$ cat config.mk
export PLATFORM = sky130hd
export DESIGN_NAME = uart_rx_bit_sampler
export DESIGN_NICKNAME = d
export VERILOG_FILES = /design/src/rtl/uart_rx_bit_sampler.sv
export SDC_FILE = /design/constraint.sdc
export NUM_CORES = 1
export LEC_CHECK = 0
export CAP_MARGIN = 0
export CORE_ASPECT_RATIO = 1.75
export CORE_UTILIZATION = 30
export CTS_CLUSTER_SIZE = 30
export DETAILED_ROUTE_END_ITERATION = 10
export GPL_ROUTABILITY_DRIVEN = 0
export HOLD_SLACK_MARGIN = 0.02
export PLACE_DENSITY = 0.54
export REMOVE_ABC_BUFFERS = 1
export SYNTH_ARGS = -nofsm -noshare
export SYNTH_HDL_FRONTEND = slang
export SYNTH_SLANG_ARGS = --single-unit
export TNS_END_PERCENT = 20
$ cat constraint.sdc
create_clock -name clk -period 2.6 [get_ports clk]
set_input_delay 0.65 -clock clk [delete_from_list [all_inputs] [get_ports clk]]
set_output_delay 0.65 -clock clk [all_outputs]
set_load 0.02 [all_outputs]
$ cat src/rtl/uart_rx_bit_sampler.sv
// uart_rx_bit_sampler
//   Receive-side bit sampler for the UART. Synchronises the raw RX line,
//   detects a start bit on acquisition ticks and takes three votes around the
//   middle of every bit. It assembles LSB-first data, with an optional parity
//   bit, and presents the byte plus its status when the stop bit is sampled.
//
//   Ports
//     clk          system clock
//     rst          asynchronous reset, active-low
//     AcqSig_i     1-clk acquisition strobe; all sampling happens on these ticks
//     AcqPerBit_i  ticks per bit (values below 3 act as 3), latched at start
//     ParityEn_i   a parity bit follows the data bits (latched at start)
//     ParityOdd_i  1 = odd parity, 0 = even parity (latched at start)
//     Rx_i         raw serial line, idles high
//     Data_o       last received data word
//     DataValid_o  1-clk pulse when a frame completes
//     FrameErr_o   stop bit voted 0 (held until the next DataValid_o)
//     ParityErr_o  parity mismatch (held until the next DataValid_o)
//     Busy_o       state is not IDLE
//
//   Optional build macro UART_RX_OVERRUN_EN adds DataAck_i / Overrun_o.
//   When it is set, a pending flag is raised on every DataValid_o and cleared
//   by DataAck_i. A new frame that arrives while the flag is still set reports
//   Overrun_o with its pulse.
//
//   state  | meaning
//   IDLE   | waiting for a low sample on a tick
//   START  | voting the start bit; a high vote is a false start
//   DATA   | shifting DATA_BITS voted bits in, LSB first
//   PARITY | voting the parity bit
//   STOP   | voting the stop bit; the frame completes at tick mid+1
module uart_rx_bit_sampler #(
   parameter int DATA_BITS   = 8,
   parameter int SYNC_STAGES = 2
) (
   input  logic                 clk,
   input  logic                 rst,
   input  logic                 AcqSig_i,
   input  logic [4:0]           AcqPerBit_i,
   input  logic                 ParityEn_i,
   input  logic                 ParityOdd_i,
   input  logic                 Rx_i,
`ifdef UART_RX_OVERRUN_EN
   input  logic                 DataAck_i,
   output logic                 Overrun_o,
`endif
   output logic [DATA_BITS-1:0] Data_o,
   output logic                 DataValid_o,
   output logic                 FrameErr_o,
   output logic                 ParityErr_o,
   output logic                 Busy_o
);

   typedef enum logic [2:0] {
      ST_IDLE,
      ST_START,
      ST_DATA,
      ST_PARITY,
      ST_STOP
   } state_t;

   localparam logic [3:0] LAST_BIT = 4'(DATA_BITS - 1);

   state_t                 state_q, state_d;
   logic [SYNC_STAGES-1:0] sync_q;
   logic                   rx_s;
   logic [4:0]             n_q, tick_q, mid, n_clamp;
   logic                   s0_q, s1_q, s2_q, s2_eff, vote;
   logic [3:0]             bit_idx_q;
   logic [DATA_BITS-1:0]   shift_q;
   logic                   par_en_q, par_odd_q, pbit_q;
   logic                   at_boundary, at_late, start_det, frame_done;

   assign rx_s    = sync_q[SYNC_STAGES-1];
   assign n_clamp = (AcqPerBit_i < 5'd3) ? 5'd3 : AcqPerBit_i;
   assign mid     = n_q >> 1;

   assign at_boundary = AcqSig_i && (tick_q == n_q - 5'd1);
   assign at_late     = AcqSig_i && (tick_q == mid + 5'd1);
   assign start_det   = (state_q == ST_IDLE) && AcqSig_i && !rx_s;
   assign frame_done  = (state_q == ST_STOP) && at_late;

   // For short bits (N = 3 or 4) the third sample lands on the boundary tick
   // itself, so the vote must see the live sample instead of the register.
   assign s2_eff = (tick_q == mid + 5'd1) ? rx_s : s2_q;
   assign vote   = (s0_q & s1_q) | (s0_q & s2_eff) | (s1_q & s2_eff);

   assign Busy_o = (state_q != ST_IDLE);

   always_ff @(posedge clk or negedge rst) begin
      if (!rst) state_q <= ST_IDLE;
      else      state_q <= state_d;
   end

   always_comb begin
      state_d = state_q;
      case (state_q)
         ST_IDLE:   if (start_det) state_d = ST_START;
         ST_START:  if (at_boundary) state_d = vote ? ST_IDLE : ST_DATA;
         ST_DATA:   if (at_boundary && bit_idx_q == LAST_BIT)
                       state_d = par_en_q ? ST_PARITY : ST_STOP;
         ST_PARITY: if (at_boundary) state_d = ST_STOP;
         ST_STOP:   if (at_late) state_d = ST_IDLE;
         default:   state_d = ST_IDLE;
      endcase
   end

   always_ff @(posedge clk or negedge rst) begin
      if (!rst) begin
         sync_q      <= '1;
         n_q         <= 5'd3;
         tick_q      <= '0;
         s0_q        <= 1'b1;
         s1_q        <= 1'b1;
         s2_q        <= 1'b1;
         bit_idx_q   <= '0;
         shift_q     <= '0;
         par_en_q    <= 1'b0;
         par_odd_q   <= 1'b0;
         pbit_q      <= 1'b0;
         Data_o      <= '0;
         DataValid_o <= 1'b0;
         FrameErr_o  <= 1'b0;
         ParityErr_o <= 1'b0;
      end else begin
         sync_q      <= {sync_q[SYNC_STAGES-2:0], Rx_i};
         DataValid_o <= frame_done;
         if (start_det) begin
            n_q       <= n_clamp;
            tick_q    <= 5'd1;
            // The detecting tick is index 0 and is known to be low.
            s0_q      <= 1'b0;
            bit_idx_q <= '0;
            par_en_q  <= ParityEn_i;
            par_odd_q <= ParityOdd_i;
         end else if (state_q != ST_IDLE && AcqSig_i) begin
            tick_q <= at_boundary ? 5'd0 : tick_q + 5'd1;
            if (tick_q == mid - 5'd1) s0_q <= rx_s;
            if (tick_q == mid)        s1_q <= rx_s;
            if (tick_q == mid + 5'd1) s2_q <= rx_s;
            if (at_boundary && state_q == ST_DATA) begin
               shift_q   <= {vote, shift_q[DATA_BITS-1:1]};
               bit_idx_q <= bit_idx_q + 4'd1;
            end
            if (at_boundary && state_q == ST_PARITY) pbit_q <= vote;
            if (frame_done) begin
               tick_q      <= '0;
               Data_o      <= shift_q;
               FrameErr_o  <= ~vote;
               ParityErr_o <= par_en_q & ((^shift_q ^ pbit_q) != par_odd_q);
            end
         end
      end
   end

`ifdef UART_RX_OVERRUN_EN
   logic pending_q;

   // A frame completing in the same clk as DataAck_i keeps the flag set.
   always_ff @(posedge clk or negedge rst) begin
      if (!rst) begin
         pending_q <= 1'b0;
         Overrun_o <= 1'b0;
      end else if (frame_done) begin
         Overrun_o <= pending_q;
         pending_q <= 1'b1;
      end else if (DataAck_i) begin
         pending_q <= 1'b0;
      end
   end
`endif

endmodule

==> Yosys cells after proc, flatten, opt, wreduce, memory -nomap -nowiden <==
Index checks and enable logic that the tools add are counted.
Widths: inputs -> output; s select.
{ "classes": {"addsub": 5, "magnitude_cmp": 1, "eq_ne": 15, "n_mux": 20, "n_bitwise": 9, "n_reduce_logical": 24} }
{ "ops": {"columns": ["op", "count"], "rows": [
  ["$mux 5", 5],
  ["$mux 3", 6],
  ["$eq 5x5->1", 3],
  ["$pmux 3 s5", 1],
  ["$mux 4", 3],
  ["$reduce_and 3->1", 4],
  ["$ne 2x2->1 const B", 5],
  ["$logic_and 1x1->1", 9],
  ["$reduce_xor 8->1", 1],
  ["$eq 3x2->1 const B", 2],
  ["$reduce_and 2->1", 3],
  ["$reduce_bool 2->1", 3],
  ["$add 4x1->5 const B", 1],
  ["$add 5x1->5 const B", 1],
  ["$eq 5x4->1", 1],
  ["$lt 5x2->1 const B", 1],
  ["$reduce_and 5->1", 1],
  ["$sub 4x1->5 const B", 1],
  ["$sub 5x1->5 const B", 1],
  ["$add 4x1->4 const B", 1],
  ["$and 1x1->1", 4],
  ["$eq 4x3->1 const B", 1],
  ["$mux 1", 4],
  ["$eq 3x1->1 const B", 1],
  ["other kinds (9)", 11]
]} }
{ "totals": {"ff_bits": 44, "output_inout_bits": 12, "elab_cells": 90} }

==> Depth between registers and ports, before layout <==
Gate-level depths: netlist (run 1).
{ "depth": {"ltp_word": 9, "ltp_mapped": 9, "ltp_nobuf": 8} }

==> Worst setup path after synthesis (run 1) <==
No wires, ideal clock.
{ "synth_timing": {"kind": "register to register", "startpoint": "reg n_q[1]", "endpoint": "reg shift_q[1]", "arrival_time_ns": 2.079, "setup_slack_ns": 0.393, "path_stages_with_launch": 9, "path_buffers": 1, "cell_sequence": "dfstp_2 inv_1 ha_1 xor2_1 o211ai_1 a211oi_2 nand3_2 buf_4 mux2_1"} }
{ "synth_between": {"elab_chain_cells": 5} }
{ "synth_lines": {"columns": ["element", "line_no", "rtl"], "rows": [
  ["start: declaration", "67", "logic [4:0] n_q, tick_q, mid, n_clamp;"],
  ["start signal: assignment", "129", "n_q <= n_clamp;"],
  ["$sub 5x1->5", "78", "assign at_boundary = AcqSig_i && (tick_q == n_q - 5'd1);"],
  ["$eq 5x5->1", "78", null],
  ["$logic_and 1x1->1", "78", null],
  ["$logic_and 1x1->1", "141", "if (at_boundary && state_q == ST_DATA) begin"],
  ["$reduce_and 3->1 (no line)", null, null],
  ["end signal: assignment", "142", "shift_q <= {vote, shift_q[DATA_BITS-1:1]};"],
  ["end: declaration", "70", "logic [DATA_BITS-1:0] shift_q;"]
]} }
Every way passes these cells.
A chain may end at the register's enable or synchronous reset.

==> Worst setup path after layout (run 1) <==
{ "layout_timing": {"startpoint": "reg state_q[0]", "endpoint": "out Busy_o"} }
{ "layout_between": {"elab_chain_cells": 1} }
{ "layout_lines": {"columns": ["element", "line_no", "rtl"], "rows": [
  ["start: declaration", "64", "state_t state_q, state_d;"],
  ["start signal: assignment", "92", "else state_q <= state_d;"],
  ["$reduce_bool 3->1", "88", "assign Busy_o = (state_q != ST_IDLE);"],
  ["end: declaration", "51", "output logic Busy_o"]
]} }
Every way passes these cells.

==> results of run 1 <==
-- path summary, 6_finish.rpt --
kind                       startpoint    endpoint  slack [ns]  depth (start not counted)
max                        state_q[0]      Busy_o        0.23                          3
min                               rst   Data_o[6]        0.33                          2
max reg2reg                    n_q[1]  shift_q[7]        0.24                          7
min reg2reg                 sync_q[0]   sync_q[1]        0.36                          0
max in group asynchronous         rst   sync_q[1]        1.99                          2
min in group clk            sync_q[0]   sync_q[1]        0.36                          0
-- kinds of logic (layout without fill, tap and decap cells) --
logic type               after synthesis  count (layout)  share of synthesized area, %
AO/OA/AOI/OAI                         31              31                          10.1
buffers and inverters                 18              46                          3.83
AND/OR/NAND/NOR                      108             108                          20.4
multiplexers                          15              15                          6.69
adder cells (fa/ha/maj)                6               6                          3.06
XOR/XNOR                              27              27                          10.7
flip-flops                            44              44                          45.3
-- routing by layer --
layer	track usage [%]	up-vias	part of all wire, %
met5	0	-	0
met4	9.63	0	6.4
met3	2.81	21	2.7
met2	23.9	41	54
met1	13.1	850	37
li1	-	896	-
-- flip-flops by register name, summed over array words and instances (netlist names) --
| name | count |
|---|---|
| tick_q | 5 |
| bit_idx_q | 4 |
| par_en_q | 1 |
| s2_q | 1 |
| s1_q | 1 |
| sync_q | 2 |
| par_odd_q | 1 |
| s0_q | 1 |
| shift_q | 8 |
| DataValid_o | 1 |
| Data_o | 8 |
| ParityErr_o | 1 |
| state_q | 3 |
| FrameErr_o | 1 |
| pbit_q | 1 |
| n_q | 5 |
-- synthesized netlist by cell type, drive strengths merged, types with 3 or more instances --
library cell	instances	area (um2)
nand2	58	218
dfrtp	37	926
o21ai	14	70.1
xnor2	14	130
xor2	13	133
nand3	12	65.1
nor2	12	45.0
mux2	11	124
buf	7	52.5
dfstp	7	184
inv	7	26.3
ha	6	75.1
nand4	5	31.3
nor2b	5	31.3
nor3	5	36.3
clkbuf	4	15.0
mux2i	4	40.0
a21oi	3	15.0
and2	3	18.8
-- cell type report --
cell class	instances	area share, %
clock buffer	5	4.23
clock inverter	3	0.804
timing repair buffer	31	10.4
multi-input combinational	187	42.3
inverter	7	0.888
tap	90	3.81
sequential	44	37.5
-- metrics by stage --
stage / utilization (%) / power [uW] / instance area [um2] / std cells
2_1_floorplan: - / 2020 / 2380 / 238
3_3_place_gp: 35.5 / 2370 / 2800 / 359
3_5_place_dp: 35.5 / 2400 / 2800 / 359
4_1_cts: 37.3 / 3040 / 2950 / 367
5_1_grt: 37.4 / 3230 / 2960 / 367
6_report: 37.4 / 3010 / 2960 / 367
-- power by group through the flow --
| stage | logic (uW) | clock network [uW] | registers (uW) |
|---|---|---|---|
| floorplan | 978 | 0 | 1050 |
| global placement | 1290 | 0 | 1080 |
| detailed placement | 1310 | 0 | 1080 |
| CTS | 1320 | 648 | 1070 |
| global route | 1450 | 681 | 1100 |
| finish | 1300 | 630 | 1070 |
==> results_dict.tcl, run 1 <==
set metrics [dict create \
    setup-tns-final_ns 0 \
    syn_area_mm2 0.00245 \
    finalSetupViolCount 0 \
    swShare_pct 39.8 \
    yosys_warnings 0 \
    grt_setup_unrepaired "no" \
    intPower_uw 1810 \
    cts_root_buffer "clkbuf_16" \
    p_sw_uw 1200 \
    drc 0 \
    final_common_cell "nand2_1" \
    endpoint_kind "primary output" \
    multi_input_area_mm2 0.00125 \
    postCtsSetupRepairBufs 0 \
    status "completed" \
    fin_crit_sh_pct 91.1 \
    die_w_um 70.3 \
    synth_cell_types 46 \
    ios 23 \
    layout_common_cells "nand2_1 (58), dfrtp_1 (37), clkdlybuf4s50_1 (21), xnor2_1 (13)" \
    clkPwrFrac_pct 21.0 \
    grt_pass1_vias 1807 \
    hp-class "in2async" \
    seq_area_frac_synth_pct 45.3 \
    dieArea_mm2 0.00855 \
    pwr-share-comb_pct 43.4 \
    cp_data_arrival_time_ns 1.72 \
    grt_pass1_wl_mm 8.67 \
    hold_viol 0 \
    num_antenna_cells 0 \
    path_clk_slew_ns 0.07 \
    cp.required_ns 1.95 \
    first_iter_violations 84 \
    preCtsSetupSlack_ns 0.226 \
    port_buffers 22 \
    cts_buffers 5 \
    p_leak_uw 0.00134 \
    synthFlopType "dfrtp_1" \
    clock-skew-final_ns 0.00570 \
    slew_viol_final 0 \
    cts_resized 0 \
    drt_pre_antenna_iters 6 \
    grt_overflow 0 \
    route.detailed.wl_per_inst_um 14.2 \
    seq_area_mm2 0.00111 \
    start_kind "register" \
    relSlewSlack_pct 71.8 \
    worstPathMaxFanout 8 \
    crit_family "buffers and inverters" \
    crit_buf_inv 2 \
    slowest_stage "clkdlybuf4s50_1" \
    p_per_area_mw_per_mm2 1020 \
    ant_nets 0 \
    vdd_drop_max_mv 0.400 \
    clkSinkCount 44 \
    postSynthAreaPerCell_um2 9.84 \
    drt-total-wl_mm 5.21 \
    core_mm2 0.00791 \
    initial_core_util_pct 31.0 \
    ys_seq_elements 44 \
    sequentialPowerShare_pct 35.6 \
    route.vias.total 1808 \
    crit_chain "nor3_2, inv_1, clkdlybuf4s50_1" \
    synthArstFlopShare_pct 100 \
    fp.dieH_um 122 \
    vias_per_cell 4.93 \
    grt_usage_pct 13.2 \
    path_class "reg2out" \
    cts_tree "yes" \
    slowest_delay_ns 0.56 \
    syn_inst 249 \
    layout_min_cycle_time_ns 2.37 \
    ctsHtreeMaxLevel 2 \
    rows 43 \
    synth-edff-count 0 \
    area_delta_synth_final_pct 20.7 \
    grt_max_degree 45 \
    hold_buffers 0 \
    worst_slew_pin_slew_ns 0.421 \
    dp_hpwl_mm 4.02 \
    clock_path_buffers 2 \
    n_fill_cell 804 \
    worst_slack_ns 0.231 \
    fmax_mhz 422 \
    drive_gt1_share_pct 14.4 \
    drv_cap 0 \
    clock_latency_ns 0.28 \
    antenna_found_initial 0 \
    whs_ns 0.335 \
    finalNetCount 293 \
]
(Power assumes the default switching activity.)
==> run 2, diff against run 1 <==
- GPL_ROUTABILITY_DRIVEN: 0 -> not set
==> results of run 2 <==
Same layout as run 1: the final DEF is identical, and so are final timing and power.
==> run 3, diff against run 2 <==
- SLEW_MARGIN: not set -> 20
==> results of run 3 <==
Same layout as run 1: the final DEF is identical, and so are final timing and power.
